File: config.mk
export PLATFORM = sky130hd
export DESIGN_NAME = mul_unsigned_signed_pipelined
export DESIGN_NICKNAME = d
export VERILOG_FILES = /design/src/rtl/mul_pkg.sv /design/src/rtl/mul_stage.sv /design/src/rtl/mul_unsigned_signed_pipelined.sv
export SDC_FILE = /design/constraint.sdc
export NUM_CORES = 2
export LEC_CHECK = 0
export CORE_MARGIN = 2
export CORE_UTILIZATION = 65
export CTS_CLUSTER_SIZE = 8
export DETAILED_ROUTE_END_ITERATION = 7
export PLACE_DENSITY = 0.86
export SETUP_SLACK_MARGIN = 0.02
export SLEW_MARGIN = 30
export SYNTH_ARGS = -nofsm -noshare
export SYNTH_HDL_FRONTEND = slang
export SYNTH_SLANG_ARGS = --single-unit
File: constraint.sdc
create_clock -name clk -period 9.85 [get_ports clk]
set_input_delay 2.4625 -clock clk [delete_from_list [all_inputs] [get_ports clk]]
set_output_delay 2.4625 -clock clk [all_outputs]
set_load 0.005 [all_outputs]
File: src/rtl/mul_pkg.sv
// Shared definitions for the pipelined RV32M multiplier: op codes,
// default geometry and the per-stage payload carried down the pipe.
package mul_pkg;

  typedef enum logic [1:0] {
    MUL_OP_MUL    = 2'b00,
    MUL_OP_MULH   = 2'b01,
    MUL_OP_MULHSU = 2'b10,
    MUL_OP_MULHU  = 2'b11
  } mul_op_e;

  localparam int MUL_STAGES = 4;
  localparam int MUL_TAG_W  = 5;

  // Payload registered at the end of every stage. b_rem holds the
  // multiplier bits not yet consumed, LSB-first.
  typedef struct packed {
    logic                 valid;
    mul_op_e              op;
    logic                 neg;
    logic [MUL_TAG_W-1:0] tag;
    logic [31:0]          a_mag;
    logic [31:0]          b_rem;
    logic [63:0]          acc;
  } mul_stage_t;

  // Two's-complement magnitude; 0x80000000 maps to 2^31 unchanged.
  function automatic logic [31:0] mag32(input logic [31:0] v, input logic sgn);
    if (sgn) begin
      return (~v) + 32'd1;
    end else begin
      return v;
    end
  endfunction

endpackage

File: src/rtl/mul_stage.sv
// One multiplier pipeline stage: folds BITS multiplier bits into the
// 64-bit accumulator and registers the payload under stall/reset control.
module mul_stage
  import mul_pkg::*;
#(
  parameter int BITS  = 8,
  parameter int SHIFT = 0
) (
  input  logic       clk,
  input  logic       rst,
  input  logic       stall,
  input  mul_stage_t i_d,
  output mul_stage_t o_q
);

  logic [BITS-1:0] w_chunk;
  logic [63:0]     w_prod;
  mul_stage_t      w_next;
  mul_stage_t      r_q;

  // Partial product for this stage's slice of the multiplier.
  always_comb begin
    w_chunk      = i_d.b_rem[BITS-1:0];
    w_prod       = 64'(i_d.a_mag) * 64'(w_chunk);
    w_next       = i_d;
    w_next.acc   = i_d.acc + (w_prod << SHIFT);
    w_next.b_rem = i_d.b_rem >> BITS;
  end

  // Stage register: reset clears everything, stall freezes it.
  always_ff @(posedge clk) begin
    if (rst) begin
      r_q <= '0;
    end else if (!stall) begin
      r_q <= w_next;
    end else begin
      r_q <= r_q;
    end
  end

  assign o_q = r_q;

endmodule

File: src/rtl/mul_unsigned_signed_pipelined.sv
// Pipelined 32x32 multiplier for MUL/MULH/MULHSU/MULHU. Operands are
// converted to magnitudes up front, multiplied unsigned over STAGES
// stages, and the sign is reapplied on the final accumulator.
module mul_unsigned_signed_pipelined
  import mul_pkg::*;
#(
  parameter int STAGES = MUL_STAGES,
  parameter int TAG_W  = MUL_TAG_W
) (
  input  logic             clk,
  input  logic             rst,
  input  logic             stall,
  input  logic             i_valid,
  input  logic [1:0]       i_op,
  input  logic [31:0]      i_rs1,
  input  logic [31:0]      i_rs2,
  input  logic [TAG_W-1:0] i_tag,
  output logic             o_valid,
  output logic [TAG_W-1:0] o_tag,
  output logic [31:0]      o_result
);

  localparam int BITS = 32 / STAGES;

  logic       w_a_sgn;
  logic       w_b_sgn;
  logic [63:0] w_p;
  mul_stage_t w_stage [0:STAGES];
  mul_stage_t w_last;
  logic       w_unused;

  // Input conditioning: decide operand signedness and build stage-0 payload.
  always_comb begin
    case (mul_op_e'(i_op))
      MUL_OP_MULH: begin
        w_a_sgn = i_rs1[31];
        w_b_sgn = i_rs2[31];
      end
      MUL_OP_MULHSU: begin
        w_a_sgn = i_rs1[31];
        w_b_sgn = 1'b0;
      end
      default: begin
        w_a_sgn = 1'b0;
        w_b_sgn = 1'b0;
      end
    endcase
    w_stage[0].valid = i_valid;
    w_stage[0].op    = mul_op_e'(i_op);
    w_stage[0].neg   = w_a_sgn ^ w_b_sgn;
    w_stage[0].tag   = MUL_TAG_W'(i_tag);
    w_stage[0].a_mag = mag32(i_rs1, w_a_sgn);
    w_stage[0].b_rem = mag32(i_rs2, w_b_sgn);
    w_stage[0].acc   = 64'd0;
  end

  for (genvar g = 0; g < STAGES; g++) begin : g_stage
    mul_stage #(
      .BITS  (BITS),
      .SHIFT (g * BITS)
    ) u_stage (
      .clk   (clk),
      .rst   (rst),
      .stall (stall),
      .i_d   (w_stage[g]),
      .o_q   (w_stage[g+1])
    );
  end

  assign w_last = w_stage[STAGES];

  // Output: reapply the sign and pick the requested product half.
  always_comb begin
    if (w_last.neg) begin
      w_p = 64'd0 - w_last.acc;
    end else begin
      w_p = w_last.acc;
    end
    case (w_last.op)
      MUL_OP_MUL: o_result = w_p[31:0];
      default:    o_result = w_p[63:32];
    endcase
    o_valid = w_last.valid;
    o_tag   = TAG_W'(w_last.tag);
  end

  // Operand fields are fully consumed by the last stage.
  assign w_unused = ^{w_last.a_mag, w_last.b_rem, w_last.tag};

endmodule

==> run metrics <==
Slew headroom=38.50%; Final Skew=0.05375 ns; number of flip-flops in the largest register=390; Post-Layout Cell Count=7,480; Final ANT Viol Nets=0; Antenna diodes=0; Clock Latency Late Sink=0.64 ns; total gr overflow=0; clock sinks=390; Pleak=27.72 nW; Synth Cell Area=53,500 sq um; DPL Wire Length=110.1 mm; NumNets Final=7,552; most numerous cell in the Yosys netlist=nand2_1; DP Cell Count=7,407; synthesized flop and latch total=390; global-route wire length before repair=235.3 mm; core area=81,850 sq um; TritonCTS Buffers=57; routed len/inst=18.94 um; mean area per synthesized cell=8.331 sq um; Final min period=9.292 ns; Hold WS=0.4620 ns; sequential area share after synthesis=14.59%; area post-placement=55,690 sq um; I/O Buffers=112; Most common cell on crit path=fa_1; Final Core Density=70.04%; Longest Clk Path Bufs=3; Overall Power=9.310 mW; Post-synth EDFFs=0; initial antenna violation count=0; Hold WC Path Type=register to register; post-cts resize count=0; Synth cell types=91; Syn Inst Count=6,421; top_reg_cell synth=dfxtp_1; Max VDD drop=0.0002590 V; final setup fails=0; Setup CP Type=input port to register; Syn Nets=7,577; drt total wl=141.7 mm; period utilization=94.34%; Startpoint Class=input port; CP Max Fanout=4; vias per std cell=6.044; Async S/R FF share, synth=0%; row count=105; PD cells=162.4 nW/um^2; Yosys top cell area share=27.06%; worst path required time=10.30 ns; post-route cell area=57,330 sq um; CP endpoint kind=register; Max stage delay cell, worst path=or4_1; Arrival @ worst endpoint=9.74 ns; Tightest Pin Transition=0.9225 ns; final hold violations=0; CP peak stage delay=0.58 ns; Ports=113; via count=45,208; die area=84,610 sq um; # hold bufs at CTS=0; status=complete, no violations; CTS clk-pin slew, worst paths=0.05 ns; Initial Util=65.36%; fillers=6,233; Post-route DRC=0; dpl ws=-0.007760 ns; RSZ-0062 raised after global routing=no; ranking of synthesized cells by area=fa_1 (27%), dfxtp_1 (15%), ha_1 (8.4%); drt first pass iters=6; Setup TNS=0 ns; GPL Wtd Cong=0.9491; MaxCap Viol Count=0; Root Buffer=clkbuf_16; setup ws final=0.5579 ns; Area Growth Syn to Fin=7.162%; post-synth top area cell=fa_1; DRT iter0 DRCs=3,539; CTS HTree Levels=2; Die W=290.9 um; Setup Buffers After CTS=0; fmax=107.6 MHz; Commonest cells post-synth=nand2_1 (763), inv_1 (746), fa_1 (723); CTS tree=done; number of global-route vias before repair=46,690; die height=290.9 um; share of cells above drive strength 1=3.791%; largest net degree at the start of global routing=207; Synth warnings=0; total track usage=33.89%; max-slew violation count=0
-- power by group --
group | internal (mW) | switching (mW)
clock network | 1.08 | 0.757
registers | 1.72 | 0.183
logic | 2.44 | 3.13
-- cell families after synthesis --
| kind of cell | Yosys count | share of synthesized area (%) |
|---|---|---|
| DFF | 390 | 14.59 |
| AOI/OAI and AO/OA | 1083 | 12.68 |
| xor gates and xnor gates | 340 | 5.566 |
| muxes | 195 | 3.653 |
| buffers and inverters | 1051 | 7.438 |
| adders and majority gates | 1081 | 35.43 |
| and+or+nand+nor | 2281 | 20.64 |
-- routing by layer --
layer	wire length, um	up-vias	track usage [%]
met1	57280	22298	43.53
met3	11000	373	5.727
met2	67340	1805	57.12
met4	6080	0	13.52
li1	-	20732	-
met5	0	-	0
-- cell type report --
cell class | instances | area [sq um] | share of cell area, %
multi-input combinational | 4980 | 41770 | 72.86
sequential | 390 | 7818 | 13.64
inverter | 746 | 2803 | 4.889
timing repair buffer | 221 | 1973 | 3.442
clock buffer | 65 | 1486 | 2.593
tap | 1070 | 1339 | 2.335
clock inverter | 8 | 140.1 | 0.2444
-- layout by cell type, fill, tap and decap left out, types with 27 or more instances in the layout --
master and instances:
clkdlybuf4s50_1 110, a211oi_1 32, o31ai_1 27, a21oi_1 426
xnor2_1 226, ha_1 358, nor2b_1 33, dfxtp_1 384
mux2i_1 193, o21ai_0 161, nand2b_1 46, fa_1 723
o21bai_1 48, a31oi_1 43, nor2_1 535, a21o_1 131
clkbuf_16 57, or3_1 33, buf_4 105, and3_1 30
and2_1 584, nand3_1 56, nor3_1 68, o21a_1 35
inv_1 745, xor2_1 108, nand2_1 762
-- worst paths after layout --
kind | slack, ns | endpoint | cells past startpoint | from
max | 0.56 | g_stage[0].u_stage.o_q[39] | 29 | i_rs1[5]
max reg2reg | 1.68 | g_stage[1].u_stage.o_q[43] | 29 | g_stage[0].u_stage.o_q[67]
min | 0.46 | g_stage[0].u_stage.o_q[75] | 2 | g_stage[0].u_stage.o_q[75]
min reg2reg | 0.46 | g_stage[0].u_stage.o_q[75] | 2 | g_stage[0].u_stage.o_q[75]
-- worst max-delay path: cells and delay by family --
family / cells / cell delay [ns]
AND/OR/NAND/NOR: 10 / 2.48
adder cells (fa/ha/maj): 5 / 2.31
AO/OA/AOI/OAI: 8 / 1.45
buffers and inverters: 5 / 0.86
XOR/XNOR: 1 / 0.17
Note: power is estimated with default switching activity, not from simulation.
